$ cat src/rtl/wb_regfile_hilo.sv
// wb_regfile_hilo: register file of the 5-stage MIPS pipeline.
// Commits the WB-stage write bus into 32 GPRs and the HI/LO registers, serves
// two combinational GPR read ports plus HI/LO to ID, and counts GPR writes.
// Optional build macro RF_BYPASS_EN: write-through bypass from the WB bus to
// the read outputs in the same cycle; undefined, reads return stored values.

// One GPR read port: $0 reads zero, optional same-cycle bypass from WB.
module wb_rf_rdport (
    input  logic [31:0][31:0] rf_q,
    input  logic [4:0]        raddr,
    input  logic              byp_vld,
    input  logic [4:0]        byp_addr,
    input  logic [31:0]       byp_data,
    output logic [31:0]       rdata
);

    // Read mux: zero register first, then bypass hit, else stored value
    always_comb begin
        rdata = rf_q[raddr];
        if (raddr == 5'd0)
            rdata = '0;
        else if (byp_vld && (byp_addr == raddr))
            rdata = byp_data;
    end

endmodule

module wb_regfile_hilo #(
    parameter int WB_TO_RF_WD = 104,
    parameter int CNT_W       = 32
) (
    input  logic                   clk,
    input  logic                   resetn,
    input  logic [WB_TO_RF_WD-1:0] wb_to_rf_bus,
    input  logic [4:0]             raddr1,
    output logic [31:0]            rdata1,
    input  logic [4:0]             raddr2,
    output logic [31:0]            rdata2,
    output logic [31:0]            hi_o,
    output logic [31:0]            lo_o,
    output logic [CNT_W-1:0]       wr_cnt
);

    localparam int NUM_RD = 2;

    // WB bus layout, MSB first
    typedef struct packed {
        logic        hi_we;
        logic [31:0] hi_wdata;
        logic        lo_we;
        logic [31:0] lo_wdata;
        logic        rf_we;
        logic [4:0]  rf_waddr;
        logic [31:0] rf_wdata;
    } wb_req_t;

    wb_req_t                      req;
    logic [31:0][31:0]            rf_q;
    logic [31:0]                  hi_q;
    logic [31:0]                  lo_q;
    logic [CNT_W-1:0]             cnt_q;
    logic                         gpr_we;
    logic                         byp_vld;
    logic [NUM_RD-1:0][4:0]       raddr_l;
    logic [NUM_RD-1:0][31:0]      rdata_l;

    assign req    = wb_req_t'(wb_to_rf_bus);
    // Writes to $0 are dropped and never counted
    assign gpr_we = req.rf_we && (req.rf_waddr != 5'd0);

    // GPR array; entry 0 is never written so it stays zero
    always_ff @(posedge clk or negedge resetn) begin
        if (!resetn)
            rf_q <= '0;
        else if (gpr_we)
            rf_q[req.rf_waddr] <= req.rf_wdata;
    end

    // HI/LO commit independently; data bits are only sampled under their enable
    always_ff @(posedge clk or negedge resetn) begin
        if (!resetn) begin
            hi_q <= '0;
            lo_q <= '0;
        end else begin
            if (req.hi_we) hi_q <= req.hi_wdata;
            if (req.lo_we) lo_q <= req.lo_wdata;
        end
    end

    // Committed GPR write counter, wraps naturally
    always_ff @(posedge clk or negedge resetn) begin
        if (!resetn)
            cnt_q <= '0;
        else if (gpr_we)
            cnt_q <= cnt_q + {{(CNT_W-1){1'b0}}, 1'b1};
    end

    assign wr_cnt = cnt_q;

`ifdef RF_BYPASS_EN
    // Bypass is gated by resetn so all outputs read zero during reset
    assign byp_vld = resetn && gpr_we;
    assign hi_o    = (resetn && req.hi_we) ? req.hi_wdata : hi_q;
    assign lo_o    = (resetn && req.lo_we) ? req.lo_wdata : lo_q;
`else
    assign byp_vld = 1'b0;
    assign hi_o    = hi_q;
    assign lo_o    = lo_q;
`endif

    assign raddr_l = {raddr2, raddr1};

    generate
        for (genvar g = 0; g < NUM_RD; g++) begin : g_rd
            wb_rf_rdport u_rdport (
                .rf_q     (rf_q),
                .raddr    (raddr_l[g]),
                .byp_vld  (byp_vld),
                .byp_addr (req.rf_waddr),
                .byp_data (req.rf_wdata),
                .rdata    (rdata_l[g])
            );
        end
    endgenerate

    assign rdata1 = rdata_l[0];
    assign rdata2 = rdata_l[1];

endmodule

$ cat config.mk
export PLATFORM = sky130hd
export DESIGN_NAME = wb_regfile_hilo
export DESIGN_NICKNAME = d
export VERILOG_FILES = /design/src/rtl/wb_regfile_hilo.sv
export SDC_FILE = /design/constraint.sdc
export NUM_CORES = 2
export LEC_CHECK = 0
export CAP_MARGIN = 5
export CORE_MARGIN = 10
export CORE_UTILIZATION = 45
export CTS_CLUSTER_SIZE = 25
export DETAILED_ROUTE_END_ITERATION = 7
export HOLD_SLACK_MARGIN = 0.08
export MAX_ROUTING_LAYER = met4
export PLACE_DENSITY_LB_ADDON = 0.15
export SLEW_MARGIN = 5
export SYNTH_ARGS = -nofsm -noshare
export SYNTH_HDL_FRONTEND = slang
export SYNTH_SLANG_ARGS = --single-unit
$ cat constraint.sdc
create_clock -name clk -period 8.3 [get_ports clk]
set_input_delay 2.075 -clock clk [delete_from_list [all_inputs] [get_ports clk]]
set_output_delay 2.075 -clock clk [all_outputs]
set_load 0.02 [all_outputs]
[Word-level counts from Yosys, hierarchy flattened]
Cells that the tools add are included.
Storage, ports and cells
  flip-flop bits (word level): 1120
  bits in latches: 0
  memory bits (writable): 0
  ROM bits: 0
  input port bits: 116
  output and inout bits: 160
  memories: 0
Cells by class
  add/sub/neg operators: 1
  multiply operators: 0
  divide/modulo/power cells: 0
  $lt $le $gt $ge: 4
  equality and inequality tests: 0
  shift operators: 0
  muxes and demuxes: 9
  bitwise logic cells: 0
  reduce and logical (&&, ||, !) cells: 5
Operators with widths (number)
  $bwmux 1024: 1
  $bmux 32 s5: 2
  $demux 32 s5: 1
  $mux 32: 5
  $add 32x1->32 const B: 1
  $lt 5x6->1 const B: 3
  $logic_not 5->1: 2
  $ge 5x1->1 const B: 1
  $reduce_bool 5->1: 1
  $logic_and 1x1->1: 2

[Depth between registers and ports, before layout]
  depth after elaboration: 5
  depth in mapped cells: 9
  mapped depth without buffers: 5

[Hierarchy]
A second synthesis with hierarchy kept.
Second synthesis, totals
  cell total of the unflattened synthesis: 4255
  area, all modules: 60020.1 sq um
By module, submodules not included
  wb_regfile_hilo: instances 1, cells an instance 2551, area an instance 41840.1 sq um
  wb_rf_rdport: instances 2, cells an instance 852, area an instance 9090.0 sq um

[Worst setup path before layout]
Ideal clock, no wire load.
  path kind: input to output
  from: in raddr2[0]
  to: out rdata2[16]
  arrival: 3.677 ns
  data required time: 6.225 ns
  setup slack: 2.548 ns
  stages on the path: 8
  path buffers: 3
  cell sequence: buf_2 > buf_4 > buf_4 > nor2_1 > a22oi_1 > nand2_1 > a21oi_1 > a2111oi_2
Between the ends
  word-level cells in the longest chain between the ends: 3
  elaborated cells between the ends (all ways): 4
  those cells by class: mux (3); reduce/logical (1)
Ends and longest elaborated chain
  start, declared: line 37  | input logic [4:0] raddr2,
  $bmux 32 s5: line 19  | rdata = rf_q[raddr];
  $mux 32 (implied by the code): line 19
  $mux 32 (*): line 20  | if (raddr == 5'd0)
  end, declared: line 38  | output logic [31:0] rdata2,
Every way passes the cells marked *; elsewhere a longest branch is shown, timed or not. The select of a mux whose other input is x is not followed.

[Final worst setup path]
  from: in raddr1[1]
  to: out rdata1[31]
Between the ends
  word-level cells in the longest chain between the ends: 3
  elaborated cells between the ends (all ways): 4
  those cells by class: mux (3); reduce/logical (1)
Ends and longest elaborated chain
  start, declared: line 35  | input logic [4:0] raddr1,
  $bmux 32 s5: line 19
  $mux 32 (implied by the code): line 19
  $mux 32 (*): line 20
  end, declared: line 36  | output logic [31:0] rdata1,
Marked as above.

==> impl_metrics.tcl <==
set metrics [dict create \
    route.vias.total 36100 \
    viasPerCell 6.34 \
    crit_family "buffers and inverters" \
    critPathKind "in -> out" \
    critPathBufInv 3 \
    cp.depth 7 \
    path_clk_slew_ps 60 \
    synthFlopType "dfrtp_1" \
    cts_resized 0 \
    hp-class "reg -> reg" \
    grt_overflow_total 0 \
    holdPathStages 0 \
    critPathSlowestCell "a21oi_1" \
    syn_nets 3862 \
    die_y_um 381 \
    worstMarginPinSlew_ps 1340 \
    synth-seq-area-share_pct 47.8 \
    syn_area_um2 58600 \
    maxCapViolCount 0 \
    drt-total-wl_um 183000 \
    dr.pass1.iters 5 \
    final_common_cell "mux2_2" \
    cts_buffers 131 \
    route.antenna.remaining_nets 0 \
    vdd_drop_max_uv 191 \
    layout_common_cells "mux2_2 (1143), dfrtp_1 (1120), mux4_2 (507), clkdlybuf4s50_1 (264), clkbuf_16 (141)" \
    cts_setup_buffers 0 \
    outcome "finished, final reports clean" \
    cts_hold_buf 0 \
    powerDensity_nw_per_um2 247 \
    synth_edf_count 0 \
    tns_ps 0 \
    wl_per_cell_um 32.1 \
    fin_skew_ps 6.20 \
    start_util_pct 45.2 \
    drive_gt1_share_pct 52.1 \
    cp_cell_sequence "clkbuf_8 > buf_4 > mux4_2 > mux2_2 > o221ai_1 > a21oi_1 > clkdlybuf4s50_1" \
    cts_sinks 1120 \
    period_minus_slack_ps 7280 \
    dpl_cell_area_um2 62800 \
    ys_warn_count 0 \
    io_buffers 275 \
    grt_pass1_vias 37900 \
    drc_errors 0 \
    hold_viol_final 0 \
    drv_slew 0 \
    antenna_found_initial 6 \
    end_kind "output pin" \
    design_area_um2 67300 \
    worstSkewPairLatency_ps 770 \
    cp.required_ps 6230 \
    final_nets 3967 \
    row_count 132 \
    dieArea_um2 145000 \
    grt_pass1_wl_um 271000 \
    period_share_pct 87.7 \
    cts_tree "built" \
    grt_use_total_pct 25.8 \
    hold_slack_ps 394 \
    async_flop_share_pct 100 \
    yosys_register_bits 1120 \
    grt_max_degree 142 \
    die_w_um 381 \
    drtIter0Drc 2778 \
    max-slew-margin-rel_pct 10.5 \
    finalSetupViolCount 0 \
    slowest_delay_ps 840 \
    rsz0062_at_grt "no" \
    area_growth_pct 14.8 \
    fillCellCount 10800 \
    netlist-cell-type-count 49 \
    hpwlAfterDp_um 109000 \
    arrival_ps 5200 \
    core_um2 129000 \
    power.total_w 0.0166 \
    postSynthCellCount 3745 \
    critPathMaxFanout 40 \
    p_leak_nw 28.6 \
    postSynthAreaPerCell_um2 15.6 \
    worstRegToRegCells 5 \
    cts_root_buffer "clkbuf_16" \
    clockBufferDepth 3 \
    critPathLaunchType "input port" \
    gp_congestion 0.805 \
    ctsHtreeMaxLevel 4 \
    fmax_mhz 137 \
    io_pins 276 \
]
-- logic make-up after synthesis --
group	share of synthesized area (%)
and+or+nand+nor	1.75
buffers and inverters	3.76
xor gates and xnor gates	0.463
DFF	47.8
adders and majority gates	0.0214
AOI/OAI and AO/OA	3.11
muxes	43.1
-- metrics by stage --
stage | utilization [%] | worst slack, ps | cells
floorplan | - | 2550 | 3745
global placement | 48.5 | 1030 | 5459
detailed placement | 48.5 | 1060 | 5459
CTS | 51.9 | 1050 | 5692
global route | 51.9 | 1020 | 5695
finish | 51.9 | 1020 | 5695
-- final timing paths --
| check | from | to | slack [ps] |
|---|---|---|---|
| worst max-delay path | raddr1[1] | rdata1[31] | 1020 |
| worst min-delay path | rf_q[3] | rf_q[3] | 390 |
| worst max register to register | wr_cnt[2] | wr_cnt[31] | 6310 |
| worst min register to register | rf_q[3] | rf_q[3] | 390 |
| max in group asynchronous | resetn | rf_q[84] | 5350 |
| min in group asynchronous | resetn | lo_o[17] | 1330 |
-- state kept, by name (all words and copies together) (netlist names) --
| name | flops |
|---|---|
| hi_o | 32 |
| rf_q | 1024 |
| wr_cnt | 32 |
| lo_o | 32 |
-- cell type report --
cell class / instances / area (um2) / share of cell area [%]
multi-input cells: 2202 / 28600 / 42.5
flip-flops and latches: 1120 / 28000 / 41.7
repair buffers: 395 / 4030 / 5.99
clock buffers: 193 / 3970 / 5.91
well taps: 1742 / 2180 / 3.24
clock inverters: 40 / 473 / 0.703
diodes: 3 / 7.51 / 0.0112
-- power breakdown --
part | internal (W) | switching [W]
Sequential | 0.00646 | 0.000735
Combinational | 0.00205 | 0.00138
Clock | 0.00362 | 0.00235
Total | 0.0121 | 0.00447
-- cell usage after synthesis (8+ instances only) --
library cell  count  area, um2
a211oi_1         25        188
o221ai_1         32        280
a22oi_1          16        120
buf_12            8        160
nor2_1           73        274
xnor2_1          24        210
a221oi_2         19        285
buf_1            53        199
mux4_2          507      11400
nand4_1           8       50.1
nand2_1          49        184
mux2i_1          80        801
dfrtp_1        1120      28000
clkbuf_1        192        721
a211o_1          18        158
nor2b_1          29        181
buf_4            17        128
a221oi_1         29        254
a21oi_1          62        310
nand3_1           9       45.0
a31oi_1           9       56.3
buf_6            32        360
buf_2           118        591
mux2_2         1143      12900
-- worst reg2reg max path: stages (launching register included) --
cell and delay [ps]:
dfrtp_1 420, and3_1 240, o2111ai_1 270, nor2_1 580, nand4_1 200, xnor2_1 150
-- routing by layer --
layer	track usage, %	share of wire, %
met5	-	0
met4	7.16	2.7
met1	34.9	44
met3	5.12	6.0
met2	39.6	47
Note: power is estimated with default switching activity, not from simulation.
